### config.mk
export PLATFORM = sky130hd
export DESIGN_NAME = cnn_layer_accel_result_packer
export DESIGN_NICKNAME = d
export VERILOG_FILES = /design/src/rtl/cnn_layer_accel_pkg.sv /design/src/rtl/cnn_layer_accel_coord_cnt.sv /design/src/rtl/cnn_layer_accel_result_packer.sv
export SDC_FILE = /design/constraint.sdc
export NUM_CORES = 1
export LEC_CHECK = 0
export BUFFER_PORTS_ARGS = -buffer_cell sky130_fd_sc_hd__clkbuf_2
export CAP_MARGIN = 40
export CORE_UTILIZATION = 54
export CTS_BUF_LIST = sky130_fd_sc_hd__clkbuf_4
export CTS_CLUSTER_DIAMETER = 40
export CTS_CLUSTER_SIZE = 28
export DETAILED_ROUTE_END_ITERATION = 16
export HOLD_SLACK_MARGIN = 0.05
export PLACE_DENSITY = 0.82
export SLEW_MARGIN = 20
export SYNTH_ARGS = -nofsm -noshare
export SYNTH_HDL_FRONTEND = slang
export SYNTH_SLANG_ARGS = --single-unit
### constraint.sdc
create_clock -name clk_if -period 3.8 [get_ports clk_if]
set_clock_uncertainty 0.15 [all_clocks]
set_input_delay 0.38 -clock clk_if [delete_from_list [all_inputs] [get_ports clk_if]]
set_output_delay 0.38 -clock clk_if [all_outputs]
set_load 0.02 [all_outputs]
### src/rtl/cnn_layer_accel_pkg.sv
// rtl/cnn_layer_accel_pkg.sv - shared widths and packer FSM states
package cnn_layer_accel_pkg;

    localparam int C_RESULT_WIDTH = 16;
    localparam int C_PACK_LANES   = 8;
    localparam int C_ROW_W        = 10;
    localparam int C_COL_W        = 10;
    localparam int C_DEPTH_W      = 8;
    localparam int C_REMAIN_W     = 26;

    typedef enum logic [1:0] {
        ST_IDLE  = 2'd0,
        ST_RUN   = 2'd1,
        ST_FLUSH = 2'd2
    } packer_state_e;

endpackage

### src/rtl/cnn_layer_accel_coord_cnt.sv
// rtl/cnn_layer_accel_coord_cnt.sv - row/col/depth wrap counter, depth innermost
module cnn_layer_accel_coord_cnt
    import cnn_layer_accel_pkg::*;
(
    input  logic                 clk_if,
    input  logic                 rst_n,
    input  logic                 clear_i,
    input  logic                 step_i,
    input  logic [C_ROW_W-1:0]   num_rows_i,
    input  logic [C_COL_W-1:0]   num_cols_i,
    input  logic [C_DEPTH_W-1:0] num_kernels_i,
    output logic [C_ROW_W-1:0]   row_o,
    output logic [C_COL_W-1:0]   col_o,
    output logic [C_DEPTH_W-1:0] depth_o
);

    logic [C_ROW_W-1:0]   row_q, row_d;
    logic [C_COL_W-1:0]   col_q, col_d;
    logic [C_DEPTH_W-1:0] depth_q, depth_d;

    // Next coordinate: depth wraps into column, column wraps into row.
    always_comb begin
        row_d   = row_q;
        col_d   = col_q;
        depth_d = depth_q;
        if (clear_i) begin
            row_d   = '0;
            col_d   = '0;
            depth_d = '0;
        end else if (step_i) begin
            if (depth_q == num_kernels_i - C_DEPTH_W'(1)) begin
                depth_d = '0;
                if (col_q == num_cols_i - C_COL_W'(1)) begin
                    col_d = '0;
                    if (row_q == num_rows_i - C_ROW_W'(1)) begin
                        row_d = '0;
                    end else begin
                        row_d = row_q + C_ROW_W'(1);
                    end
                end else begin
                    col_d = col_q + C_COL_W'(1);
                end
            end else begin
                depth_d = depth_q + C_DEPTH_W'(1);
            end
        end
    end

    // Coordinate registers.
    always_ff @(posedge clk_if or negedge rst_n) begin
        if (!rst_n) begin
            row_q   <= '0;
            col_q   <= '0;
            depth_q <= '0;
        end else begin
            row_q   <= row_d;
            col_q   <= col_d;
            depth_q <= depth_d;
        end
    end

    assign row_o   = row_q;
    assign col_o   = col_q;
    assign depth_o = depth_q;

endmodule

### src/rtl/cnn_layer_accel_result_packer.sv
// rtl/cnn_layer_accel_result_packer.sv - packs convolution results into wide output beats
module cnn_layer_accel_result_packer #(
    parameter int C_RESULT_WIDTH = cnn_layer_accel_pkg::C_RESULT_WIDTH,
    parameter int C_PACK_LANES   = cnn_layer_accel_pkg::C_PACK_LANES
) (
    input  logic                                       clk_if,
    input  logic                                       rst_n,
    input  logic                                       cfg_valid,
    output logic                                       cfg_ready,
    input  logic [cnn_layer_accel_pkg::C_ROW_W-1:0]    cfg_num_output_rows,
    input  logic [cnn_layer_accel_pkg::C_COL_W-1:0]    cfg_num_output_cols,
    input  logic [cnn_layer_accel_pkg::C_DEPTH_W-1:0]  cfg_num_kernels,
    input  logic                                       result_valid,
    output logic                                       result_accept,
    input  logic [C_RESULT_WIDTH-1:0]                  result_data,
    output logic                                       pack_valid,
    input  logic                                       pack_ready,
    output logic [C_RESULT_WIDTH*C_PACK_LANES-1:0]     pack_data,
    output logic [C_PACK_LANES-1:0]                    pack_keep,
    output logic                                       pack_last,
    output logic [cnn_layer_accel_pkg::C_ROW_W-1:0]    out_row,
    output logic [cnn_layer_accel_pkg::C_COL_W-1:0]    out_col,
    output logic [cnn_layer_accel_pkg::C_DEPTH_W-1:0]  out_depth,
    output logic                                       job_done
);

    import cnn_layer_accel_pkg::packer_state_e;
    import cnn_layer_accel_pkg::ST_IDLE;
    import cnn_layer_accel_pkg::ST_RUN;
    import cnn_layer_accel_pkg::ST_FLUSH;
    import cnn_layer_accel_pkg::C_ROW_W;
    import cnn_layer_accel_pkg::C_COL_W;
    import cnn_layer_accel_pkg::C_DEPTH_W;
    import cnn_layer_accel_pkg::C_REMAIN_W;

    localparam int DW = C_RESULT_WIDTH * C_PACK_LANES;
    localparam int LW = $clog2(C_PACK_LANES);

    packer_state_e        state_q, state_d;
    logic [C_ROW_W-1:0]   rows_q, rows_d;
    logic [C_COL_W-1:0]   cols_q, cols_d;
    logic [C_DEPTH_W-1:0] kern_q, kern_d;
    logic                 zero_job_q, zero_job_d;
    logic                 job_done_q, job_done_d;

    logic [C_REMAIN_W-1:0] remain_q, remain_d;

    // Accumulator: word being filled, or a completed word waiting for the output register.
    logic [DW-1:0]           acc_data_q, acc_data_d;
    logic [C_PACK_LANES-1:0] acc_keep_q, acc_keep_d;
    logic [LW-1:0]           acc_lane_q, acc_lane_d;
    logic                    acc_full_q, acc_full_d;
    logic                    acc_last_q, acc_last_d;

    // Output register driving the packed stream.
    logic [DW-1:0]           out_data_q, out_data_d;
    logic [C_PACK_LANES-1:0] out_keep_q, out_keep_d;
    logic                    out_last_q, out_last_d;
    logic                    out_valid_q, out_valid_d;

    logic                    cfg_fire;
    logic                    accept;
    logic                    out_free;
    logic                    pack_fire;
    logic                    final_result;
    logic [DW-1:0]           wr_data;
    logic [C_PACK_LANES-1:0] wr_keep;
    logic                    wr_done;

    assign cfg_ready     = (state_q == ST_IDLE);
    assign cfg_fire      = cfg_valid && cfg_ready;
    assign result_accept = (state_q == ST_RUN) && !acc_full_q;
    assign accept        = result_valid && result_accept;
    assign pack_fire     = out_valid_q && pack_ready;
    assign out_free      = !out_valid_q || pack_ready;
    assign final_result  = (remain_q == C_REMAIN_W'(1));

    // Accumulator contents if the current result is written into the next lane.
    always_comb begin
        wr_data = acc_data_q;
        wr_keep = acc_keep_q;
        wr_data[acc_lane_q*C_RESULT_WIDTH +: C_RESULT_WIDTH] = result_data;
        wr_keep[acc_lane_q] = 1'b1;
        wr_done = (acc_lane_q == LW'(C_PACK_LANES - 1)) || final_result;
    end

    // Job FSM: latch configuration, run until the last result, flush until the last beat leaves.
    always_comb begin
        state_d    = state_q;
        rows_d     = rows_q;
        cols_d     = cols_q;
        kern_d     = kern_q;
        zero_job_d = zero_job_q;
        job_done_d = 1'b0;
        case (state_q)
            ST_IDLE: begin
                if (cfg_valid) begin
                    rows_d     = cfg_num_output_rows;
                    cols_d     = cfg_num_output_cols;
                    kern_d     = cfg_num_kernels;
                    zero_job_d = (cfg_num_output_rows == '0) || (cfg_num_output_cols == '0) ||
                                 (cfg_num_kernels == '0);
                    state_d    = zero_job_d ? ST_FLUSH : ST_RUN;
                end
            end
            ST_RUN: begin
                if (accept && final_result) begin
                    state_d = ST_FLUSH;
                end
            end
            ST_FLUSH: begin
                if (zero_job_q || (pack_fire && out_last_q)) begin
                    job_done_d = 1'b1;
                    state_d    = ST_IDLE;
                end
            end
            default: state_d = ST_IDLE;
        endcase
    end

    // Datapath: fill lanes, hand completed words to the output register when it can take them.
    always_comb begin
        remain_d    = remain_q;
        acc_data_d  = acc_data_q;
        acc_keep_d  = acc_keep_q;
        acc_lane_d  = acc_lane_q;
        acc_full_d  = acc_full_q;
        acc_last_d  = acc_last_q;
        out_data_d  = out_data_q;
        out_keep_d  = out_keep_q;
        out_last_d  = out_last_q;
        out_valid_d = out_valid_q;

        if (pack_fire) begin
            out_valid_d = 1'b0;
        end

        if (cfg_fire) begin
            remain_d   = C_REMAIN_W'(cfg_num_output_rows) * C_REMAIN_W'(cfg_num_output_cols) *
                         C_REMAIN_W'(cfg_num_kernels);
            acc_data_d = '0;
            acc_keep_d = '0;
            acc_lane_d = '0;
            acc_full_d = 1'b0;
            acc_last_d = 1'b0;
        end else if (accept) begin
            remain_d = remain_q - C_REMAIN_W'(1);
            if (wr_done && out_free) begin
                out_data_d  = wr_data;
                out_keep_d  = wr_keep;
                out_last_d  = final_result;
                out_valid_d = 1'b1;
                acc_data_d  = '0;
                acc_keep_d  = '0;
                acc_lane_d  = '0;
                acc_last_d  = 1'b0;
            end else if (wr_done) begin
                acc_data_d = wr_data;
                acc_keep_d = wr_keep;
                acc_full_d = 1'b1;
                acc_last_d = final_result;
            end else begin
                acc_data_d = wr_data;
                acc_keep_d = wr_keep;
                acc_lane_d = acc_lane_q + LW'(1);
            end
        end else if (acc_full_q && out_free) begin
            out_data_d  = acc_data_q;
            out_keep_d  = acc_keep_q;
            out_last_d  = acc_last_q;
            out_valid_d = 1'b1;
            acc_data_d  = '0;
            acc_keep_d  = '0;
            acc_lane_d  = '0;
            acc_full_d  = 1'b0;
            acc_last_d  = 1'b0;
        end
    end

    // FSM and configuration registers.
    always_ff @(posedge clk_if or negedge rst_n) begin
        if (!rst_n) begin
            state_q    <= ST_IDLE;
            rows_q     <= '0;
            cols_q     <= '0;
            kern_q     <= '0;
            zero_job_q <= 1'b0;
            job_done_q <= 1'b0;
        end else begin
            state_q    <= state_d;
            rows_q     <= rows_d;
            cols_q     <= cols_d;
            kern_q     <= kern_d;
            zero_job_q <= zero_job_d;
            job_done_q <= job_done_d;
        end
    end

    // Counter, accumulator and output registers.
    always_ff @(posedge clk_if or negedge rst_n) begin
        if (!rst_n) begin
            remain_q    <= '0;
            acc_data_q  <= '0;
            acc_keep_q  <= '0;
            acc_lane_q  <= '0;
            acc_full_q  <= 1'b0;
            acc_last_q  <= 1'b0;
            out_data_q  <= '0;
            out_keep_q  <= '0;
            out_last_q  <= 1'b0;
            out_valid_q <= 1'b0;
        end else begin
            remain_q    <= remain_d;
            acc_data_q  <= acc_data_d;
            acc_keep_q  <= acc_keep_d;
            acc_lane_q  <= acc_lane_d;
            acc_full_q  <= acc_full_d;
            acc_last_q  <= acc_last_d;
            out_data_q  <= out_data_d;
            out_keep_q  <= out_keep_d;
            out_last_q  <= out_last_d;
            out_valid_q <= out_valid_d;
        end
    end

    cnn_layer_accel_coord_cnt u_coord_cnt (
        .clk_if        (clk_if),
        .rst_n         (rst_n),
        .clear_i       (cfg_fire),
        .step_i        (accept),
        .num_rows_i    (rows_q),
        .num_cols_i    (cols_q),
        .num_kernels_i (kern_q),
        .row_o         (out_row),
        .col_o         (out_col),
        .depth_o       (out_depth)
    );

    assign pack_valid = out_valid_q;
    assign pack_data  = out_data_q;
    assign pack_keep  = out_keep_q;
    assign pack_last  = out_last_q;
    assign job_done   = job_done_q;

endmodule

---- Yosys cells after proc, flatten, opt, wreduce, memory -nomap -nowiden ----
Cells that the tools add are included.
Widths: inputs -> output; s select.
word-level totals
  output and inout port bits .............. 169
  register bits after elaboration ......... 365
  word-level logic and storage cells ...... 144
operators by class
  bitwise logic cells ..................... 2
  reduce and logical (&&, ||, !) cells .... 33
  add/sub/neg operators ................... 9
  mux-type cells .......................... 60
  order comparisons ....................... 2
  shifts and indexed selects .............. 2
  equal/unequal tests ..................... 15
  $mul .................................... 2
operators with widths
  operator                   count
  $mux 128                   7
  $bwmux 128                 1
  $shift 16x34->128 const A  1
  $shiftx 16x34->128         1
  $mux 10                    9
  $mux 8                     10
  $mux 26                    2
  $neg 7->34                 1
  $eq 26x1->1 const B        1
  $mul 20x8->26              1
  $sub 26x1->26 const B      1
  $add 10x1->10 const B      2
  $eq 10x10->1               2
  $logic_not 10->1           2
  $mul 10x10->20             1
  $mux 1                     20
  $sub 10x1->10 const B      2
  $mux 3                     5
  $reduce_and 3->1           4
  $logic_and 1x1->1          9
  $add 8x1->8 const B        1
  $eq 8x8->1                 1
  $logic_not 8->1            1
  $mux 2                     4
  other kinds (23)           36

---- Depth between registers and ports, before layout ----
Gate-level depths: netlist (run 1).
  word-level depth ........................ 8
  gate-level depth with buffers ........... 36

---- Hierarchy ----
A second synthesis (run 1) with hierarchy kept.
unflattened totals
  cell total of the unflattened synthesis .. 2,771
  area total of the unflattened synthesis .. 25,039.0 µm²
modules (own cells, without submodules)
  module                         cells each  instances  area each (µm²)
  cnn_layer_accel_result_packer  2,487       1          22,680.5
  cnn_layer_accel_coord_cnt      284         1          2,358.5

---- Worst setup path after synthesis (run 1) ----
Ideal clock, no wire load.
  kind .................................... input -> register
  from .................................... in cfg_num_output_rows[7] (netlist bit)
  to ...................................... reg remain_q[25]
  path slack .............................. -6,173 ps
  required time ........................... 3,525 ps
  data arrival time ....................... 9,698 ps
  stages on the path ...................... 34
  path buffers ............................ 1
  cells stage by stage .................... clkbuf_1 nand2_1 fa_1 inv_1 fa_1 inv_1 fa_1 inv_1 fa_1 inv_1 fa_1 inv_1 ha_1 or3_1 a211oi_1 a21boi_0 nor3b_1 nor4_1 nor3_1 fa_1 fa_1 fa_1 inv_1 fa_1 inv_1 ha_1 o21ai_0 nor2_1 o311a_1 a2111oi_1 o31ai_1 xnor2_1 xnor3_1 mux2_2
between the ends
  word-level cells in the longest chain between the ends .. 3
ends and longest elaborated chain
  what                    RTL line                              RTL
  start: declaration      cnn_layer_accel_result_packer.sv:10   input logic [cnn_layer_accel_pkg::C_ROW_W-1:0] cfg_num_output_rows,
  $mul 10x10->20          cnn_layer_accel_result_packer.sv:139  remain_d = C_REMAIN_W'(cfg_num_output_rows) * C_REMAIN_W'(cfg_num_output_cols) *
  $mul 20x8->26           cnn_layer_accel_result_packer.sv:139
  $mux 26                 cnn_layer_accel_result_packer.sv:138  if (cfg_fire) begin
  end signal: assignment  cnn_layer_accel_result_packer.sv:213  remain_q <= remain_d;
  end: declaration        cnn_layer_accel_result_packer.sv:46   logic [C_REMAIN_W-1:0] remain_q, remain_d;
Every way passes these cells.
A chain may end at the register's enable or synchronous reset.

---- Worst setup path after layout (run 1) ----
  from .................................... in cfg_num_output_cols[7] (netlist bit)
  to ...................................... reg remain_q[25]
between the ends
  word-level cells in the longest chain between the ends .. 3
ends and longest elaborated chain
  what                RTL line                              RTL
  start: declaration  cnn_layer_accel_result_packer.sv:11   input logic [cnn_layer_accel_pkg::C_COL_W-1:0] cfg_num_output_cols,
  $mul 10x10->20      cnn_layer_accel_result_packer.sv:139
  $mul 20x8->26       cnn_layer_accel_result_packer.sv:139
  $mux 26             cnn_layer_accel_result_packer.sv:138
Every way passes these cells.

==> results.cfg, run 1 <==
[worst_setup_path]
crit_path_max_incr_delay_ps = 540
start_kind = input port
crit_start = cfg_num_output_cols[7]
worstPathMaxFanout = 3
critical_path_class = in2reg
crit_path_end_kind = register
crit_buf_inv = 7
crit_arrival_ps = 9040
cp.required_ps = 4240
cp_top_family = adder cells
crit_path_frequent_cell = fa_1
r2r_start = remain_q[5]$_DFFE_PN0P_
cpMaxStageDelayCell = fa_1

[synthesis]
async_flop_share_pct = 100
syn_nets = 2987
synth_area_um2 = 24700
synth_edf_count = 0
synth.most_common_cell = dfrtp_1
synth_top_cell_area_share_pct = 36.9
synth.area.top_cells = dfrtp_1, fa_1, ha_1
synth_area_per_cell_um2 = 9.29
seq_area_frac_synth_pct = 36.9
yosysWarnings = 0
ys_ff_latch = 365
synthDominantAreaCellType = dfrtp_1
ys_types = 77
synth_cells = 2661
synth_ff_type = dfrtp_1
synth_top_cells_by_count = dfrtp_1, nand2_1, nor2_1, a21oi_1, inv_1

[cts]
clk_pin_slew_ps = 110
cts_tree = built
cts_num_sinks = 365
clockBufferDepth = 3
cts_buffers = 43
clk_latency_ps = 780
htree_levels = 2
cts_root_buf = clkbuf_4

[global_routing]
antenna_found_initial = 2
grt_max_degree = 107
globalRouteOverflowTotal = 0
grt_pass1_wl_um = 115000
grt_pass1_vias = 22400
track_usage_pct = 30.4

[drt]
drtAntennaViolNets = 0
drtPass1Iterations = 6
routedWlPerCell_um = 19.0
drc = 0
vias = 21700
top_layer = met5
wl_um = 70700
wl_met3_um = 5360
first_iter_violations = 1877
drt-met1-wl_um = 28300
vias_per_cell = 5.83
met2_length_um = 34800

[sta]
setup_viol = 23
post-route-min-period_ps = 8600
setup_slack_ps = -4800
drv_slew = 0
finalCritPeriodShare_pct = 226
max_freq_mhz = 116
relSlewSlack_pct = 42.6
worst_slew_pin_slew_ps = 860
tns_ps = -79630
rsz0062_at_grt = true
hold_viol = 0

[layout]
drive_gt1_share_pct = 24.7
final_nets = 3419
syn2layout_area_growth_pct = 24.2
finalNonFillerCells = 3723
fillers = 3282

[floorplanning]
core_area_um2 = 45300
die_x_um = 216
io_pins = 218
die_h_um = 216
die_area_um2 = 46600
initial_utilization_pct = 54.6
std_cell_rows = 78

[run_status]
failed_checks = negative setup slack
status = finished with violations

[hold_path]
hp-class = in2reg
hold_path.startpoint = cfg_num_output_cols[0]

[placement]
port_buffers = 217
gp_congestion = 0.956
dp.final_hpwl_um = 50800
place_inst = 3577

[run]
cap_violations = 0
-- cell type report --
cell class	instances	area, um^2	area share (%)
Sequential cell	365	9130	29.7
Tap cell	600	751	2.44
Antenna cell	1	2.50	0.00815
Clock inverter	27	338	1.10
Timing Repair Buffer	537	3990	13.0
Inverter	210	788	2.57
Clock buffer	47	353	1.15
Multi-Input combinational cell	1936	15400	50.0
-- tightest hold or removal path, cell delays in order --
cell and delay (ps):
clkbuf_2 180, buf_4 140, buf_4 150, nand2_1 60, o21ai_0 60
-- worst paths after layout --
path / end / slack, ps / depth (start not counted)
hold reg to reg: job_done$_DFF_PN0_ / 320 / 1
setup / recovery: remain_q[25]$_DFFE_PN0P_ / -4800 / 35
max in group asynchronous: rows_q[6]$_DFFE_PN0P_ / 2400 / 3
hold / removal: cols_q[0]$_DFFE_PN0P_ / 140 / 5
min in group asynchronous: pack_data[47]$_DFFE_PN0P_ / 150 / 2
setup reg to reg: pack_data[107]$_DFFE_PN0P_ / 130 / 9
-- sequential cells by signal (all words and copies together), names as in the netlist --
signal	cells
acc_lane_q	3
job_done	1
u_coord_cnt.depth_o	8
kern_q	8
pack_last	1
acc_full_q	1
acc_keep_q	8
u_coord_cnt.row_o	10
rows_q	10
acc_data_q	128
zero_job_q	1
remain_q	26
pack_keep	8
pack_valid	1
acc_last_q	1
u_coord_cnt.col_o	10
state_q	2
cols_q	10
pack_data	128
-- stage by stage --
stage / worst slack (ps) / utilization, % / hold WS, ps / cell area (um^2)
after floorplan: -5130 / - / -65.6 / 25500
after detailed placement: -5570 / 63.1 / 321 / 28600
after CTS: -4790 / 66.9 / 82.9 / 30300
after global placement: -5410 / 62.9 / 313 / 28500
after global routing: -5060 / 67.8 / 170 / 30700
final: -4800 / 67.8 / 144 / 30700
-- layer usage --
layer | track usage, % | up-vias
met5 | 0 | -
met4 | 9.15 | 2
met3 | 5.06 | 196
met2 | 51.3 | 936
met1 | 40.4 | 10700
li1 | - | 9816
-- placed cells by master, fill, tap and decap left out, types with 12 or more instances in the layout --
cell	instances
and2_1	128
o21ai_1	15
fa_1	162
and3_1	17
and2_4	14
a21oi_2	13
a21o_1	13
dlygate4sd3_1	44
nand2_1	272
nand3_1	34
nand2_2	12
inv_1	186
ha_1	78
mux2i_1	86
clkbuf_4	47
clkbuf_2	203
nor3_1	45
buf_12	12
nor2_1	256
xnor2_1	37
nor4_1	17
buf_6	33
inv_2	24
nor3_2	13
a22o_1	89
dfrtp_1	365
a21oi_1	216
o21a_1	12
xor2_1	28
o21ai_0	102
ha_4	28
a31oi_1	19
buf_4	233
nand2b_1	19
-- cells by family after synthesis --
kind of cell               after synthesis  synth area share, %
xor gates and xnor gates                81                 2.93
and+or+nand+nor                        919                 17.4
muxes                                   89                 3.62
DFF                                    365                 36.9
AOI/OAI and AO/OA                      570                 14.3
buffers and inverters                  360                 5.59
adders and majority gates              277                 19.2
-- repair_timing --
item                                    4_1_cts  5_1_grt
gates resized for setup                     106       96
endpoints found under the setup margin       23       23
hold endpoints to repair                    230        0
setup buffers                                12       14
pin swaps                                    50       53
hold buffers                                 44        0
Power of run 1 is not shown: default switching activity piles up to over one toggle a cycle in this logic, so the estimate is an artifact.
==> run 2, diff against run 1 <==
Settings changed: ABC_AREA from default to 1, MAX_ROUTING_LAYER from default to met4.
==> run 2 against run 1 <==
  * The run ends with design-rule violations, negative setup slack left
  * Fmax is 10% higher
  * Register-to-register slack better by 160 ps
  * Non-clock buffer count is 1 higher
  * Via count is 19% higher
  * Global-route usage is 1.0 points higher
  * Routed wire length is 15% higher
  * Cell count is 20% higher
  * Utilization is 0.47 points higher
  * Critical path type unchanged
==> results.cfg, run 2 <==
[synthesis]
synth_cells = 3370
synthDominantAreaCellType = dfrtp_1
synth_xor_area_share_pct = 2.93
synthAdderAreaFrac_pct = 18.0
synth_top_cell_area_share_pct = 34.7
synth.area.top_cells = dfrtp_1, fa_1, nand2_1
synth_area_per_cell_um2 = 7.81
synthMuxAreaShare_pct = 0
ys_ff_latch = 365
ys_types = 51
synth-compound-area-share_pct = 15.0
synth_edf_count = 0
synth.most_common_cell = nand2_1
async_flop_share_pct = 100
synth_top_cells_by_count = nand2_1, inv_1, nor2_1, o21ai_0, dfrtp_1
yosysWarnings = 0
synth_area_um2 = 26300
synth_top_family_by_area = simple AND/OR/NAND/NOR gates
synth-simple-area-share_pct = 19.9
syn_nets = 3696
seq_area_frac_synth_pct = 34.7
synth_ff_type = dfrtp_1

[worst_setup_path]
worstPathMaxFanout = 6
reg2regPathDepth = 9
cp_top_family = adder cells
crit_path_end_kind = register
cp.required_ps = 4370
r2r_start = acc_lane_q[1]$_DFFE_PN0P_
r2r_slack_ps = 290
critical_path_class = in2reg
crit_buf_inv = 12
cpMaxStageDelayCell = fa_1
crit_path_max_incr_delay_ps = 630
start_kind = input port
reg2reg_to = pack_data[23]$_DFFE_PN0P_
crit_path_frequent_cell = fa_1
crit_arrival_ps = 8360

[drt]
drtAntennaViolNets = 0
top_layer = met4
drc = 2
wl_um = 81700
routedWlPerCell_um = 18.3
wl_met3_um = 7310
drt-met1-wl_um = 31300
vias = 25800
vias_per_cell = 5.80
first_iter_violations = 2940
met2_length_um = 38300
drtPass1Iterations = 13

[layout]
drive_gt1_share_pct = 23.0
final_nets = 4119
syn2layout_area_growth_pct = 24.4
final_cell_mix = nand2_1, inv_1, nor2_1
finalNonFillerCells = 4452
final_common_cell = nand2_1

[cts]
clk_latency_ps = 820
cts_tree = built
clk_pin_slew_ps = 140
clockBufferDepth = 3
cts_num_sinks = 365
htree_levels = 2
cts_buffers = 47
cts_root_buf = clkbuf_4

[hold_path]
holdPathStages = 5
hp-class = in2reg
hold_end = pack_last$_DFFE_PN0P_
hold_path.startpoint = result_valid

[placement]
dp.final_hpwl_um = 51300
place_inst = 4257
gp_congestion = 0.955
port_buffers = 217

[global_routing]
grt_pass1_vias = 24400
antenna_found_initial = 5
grt_max_degree = 176
track_usage_pct = 31.5
globalRouteOverflowTotal = 0
grt_pass1_wl_um = 123000

[floorplanning]
initial_utilization_pct = 54.9
io_pins = 218
die_area_um2 = 49600
die_h_um = 223
die_x_um = 223
core_area_um2 = 47900
std_cell_rows = 80

[sta]
setup_slack_ps = -3990
drv_slew = 0
rsz0062_at_grt = true
relSlewSlack_pct = 41.3
setup_viol = 23
hold_viol = 0
worst_slew_pin_slew_ps = 881
finalCritPeriodShare_pct = 205
post-route-min-period_ps = 7790
max_freq_mhz = 128

[run_status]
failed_checks = design-rule violations, negative setup slack
status = finished with violations

[run]
cap_violations = 0
-- run 2: area by class of cell --
class	instances	area [um^2]
antenna	6	15.0
inverter	475	1800
clock inverter	36	378
tap	615	769
multi-input combinational	2366	16100
timing repair buffer	538	4120
fill	3383	15200
sequential	365	9130
clock buffer	51	383
-- run 2: routing by layer --
metal	GRT usage (%)	vias to the layer above
met5	-	-
li1	-	11600
met4	12.9	0
met1	40.8	12200
met3	4.75	420
met2	49.5	1569
-- run 2: metrics by stage --
stage | area (um^2) | setup slack (ps) | util, % | TNS (ps) | hold WS [ps]
final | 32700 | -3990 | 68.3 | -75230 | 169
after global routing | 32700 | -4180 | 68.3 | -78050 | 165
after CTS | 32100 | -3560 | 66.9 | -64920 | 53.0
after detailed placement | 29800 | -4690 | 62.2 | -91010 | 291
after global placement | 29800 | -4510 | 62.1 | -88530 | 291
after floorplan | 27000 | -4230 | - | -76450 | -65.6
-- run 2: worst max-delay path by stage --
stage	from	endpoint	slack, ps	depth (start not counted)
5_1_grt	cfg_num_output_rows[5]	remain_q[23]$_DFFE_PN0P_	-4180	38
4_1_cts	cfg_num_output_cols[9]	remain_q[24]$_DFFE_PN0P_	-3560	35
2_1_floorplan	cfg_num_output_cols[1]	remain_q[25]$_DFFE_PN0P_	-4230	36
3_5_place_dp	cfg_num_output_rows[7]	remain_q[25]$_DFFE_PN0P_	-4690	38
3_3_place_gp	cfg_num_output_rows[7]	remain_q[25]$_DFFE_PN0P_	-4510	38
6_report	cfg_num_output_rows[5]	remain_q[22]$_DFFE_PN0P_	-3990	40
-- run 2: logic make-up after synthesis --
logic type,after synthesis
buffers and inverters,639
DFF,365
xor gates and xnor gates,88
adders and majority gates,277
and+or+nand+nor,1313
AOI/OAI and AO/OA,688
-- run 2: worst register-to-register path, cell delays in order (launching register included) --
cell and delay (ps):
dfrtp_1 500, clkinv_1 310, ha_1 290, ha_1 380, inv_1 110, nor2_1 530
clkinv_1 500, o21ai_0 420, nor2_1 70, o21ai_0 170
-- run 2: what timing repair did --
action                     4_1_cts  5_1_grt
setup buffers                   39       16
hold buffers                    47        0
setup endpoints to repair       23       23
hold endpoints to repair       532        0
resized for setup              172      130
pin swaps                      101       73
Power of run 2 is left out for the same reason.
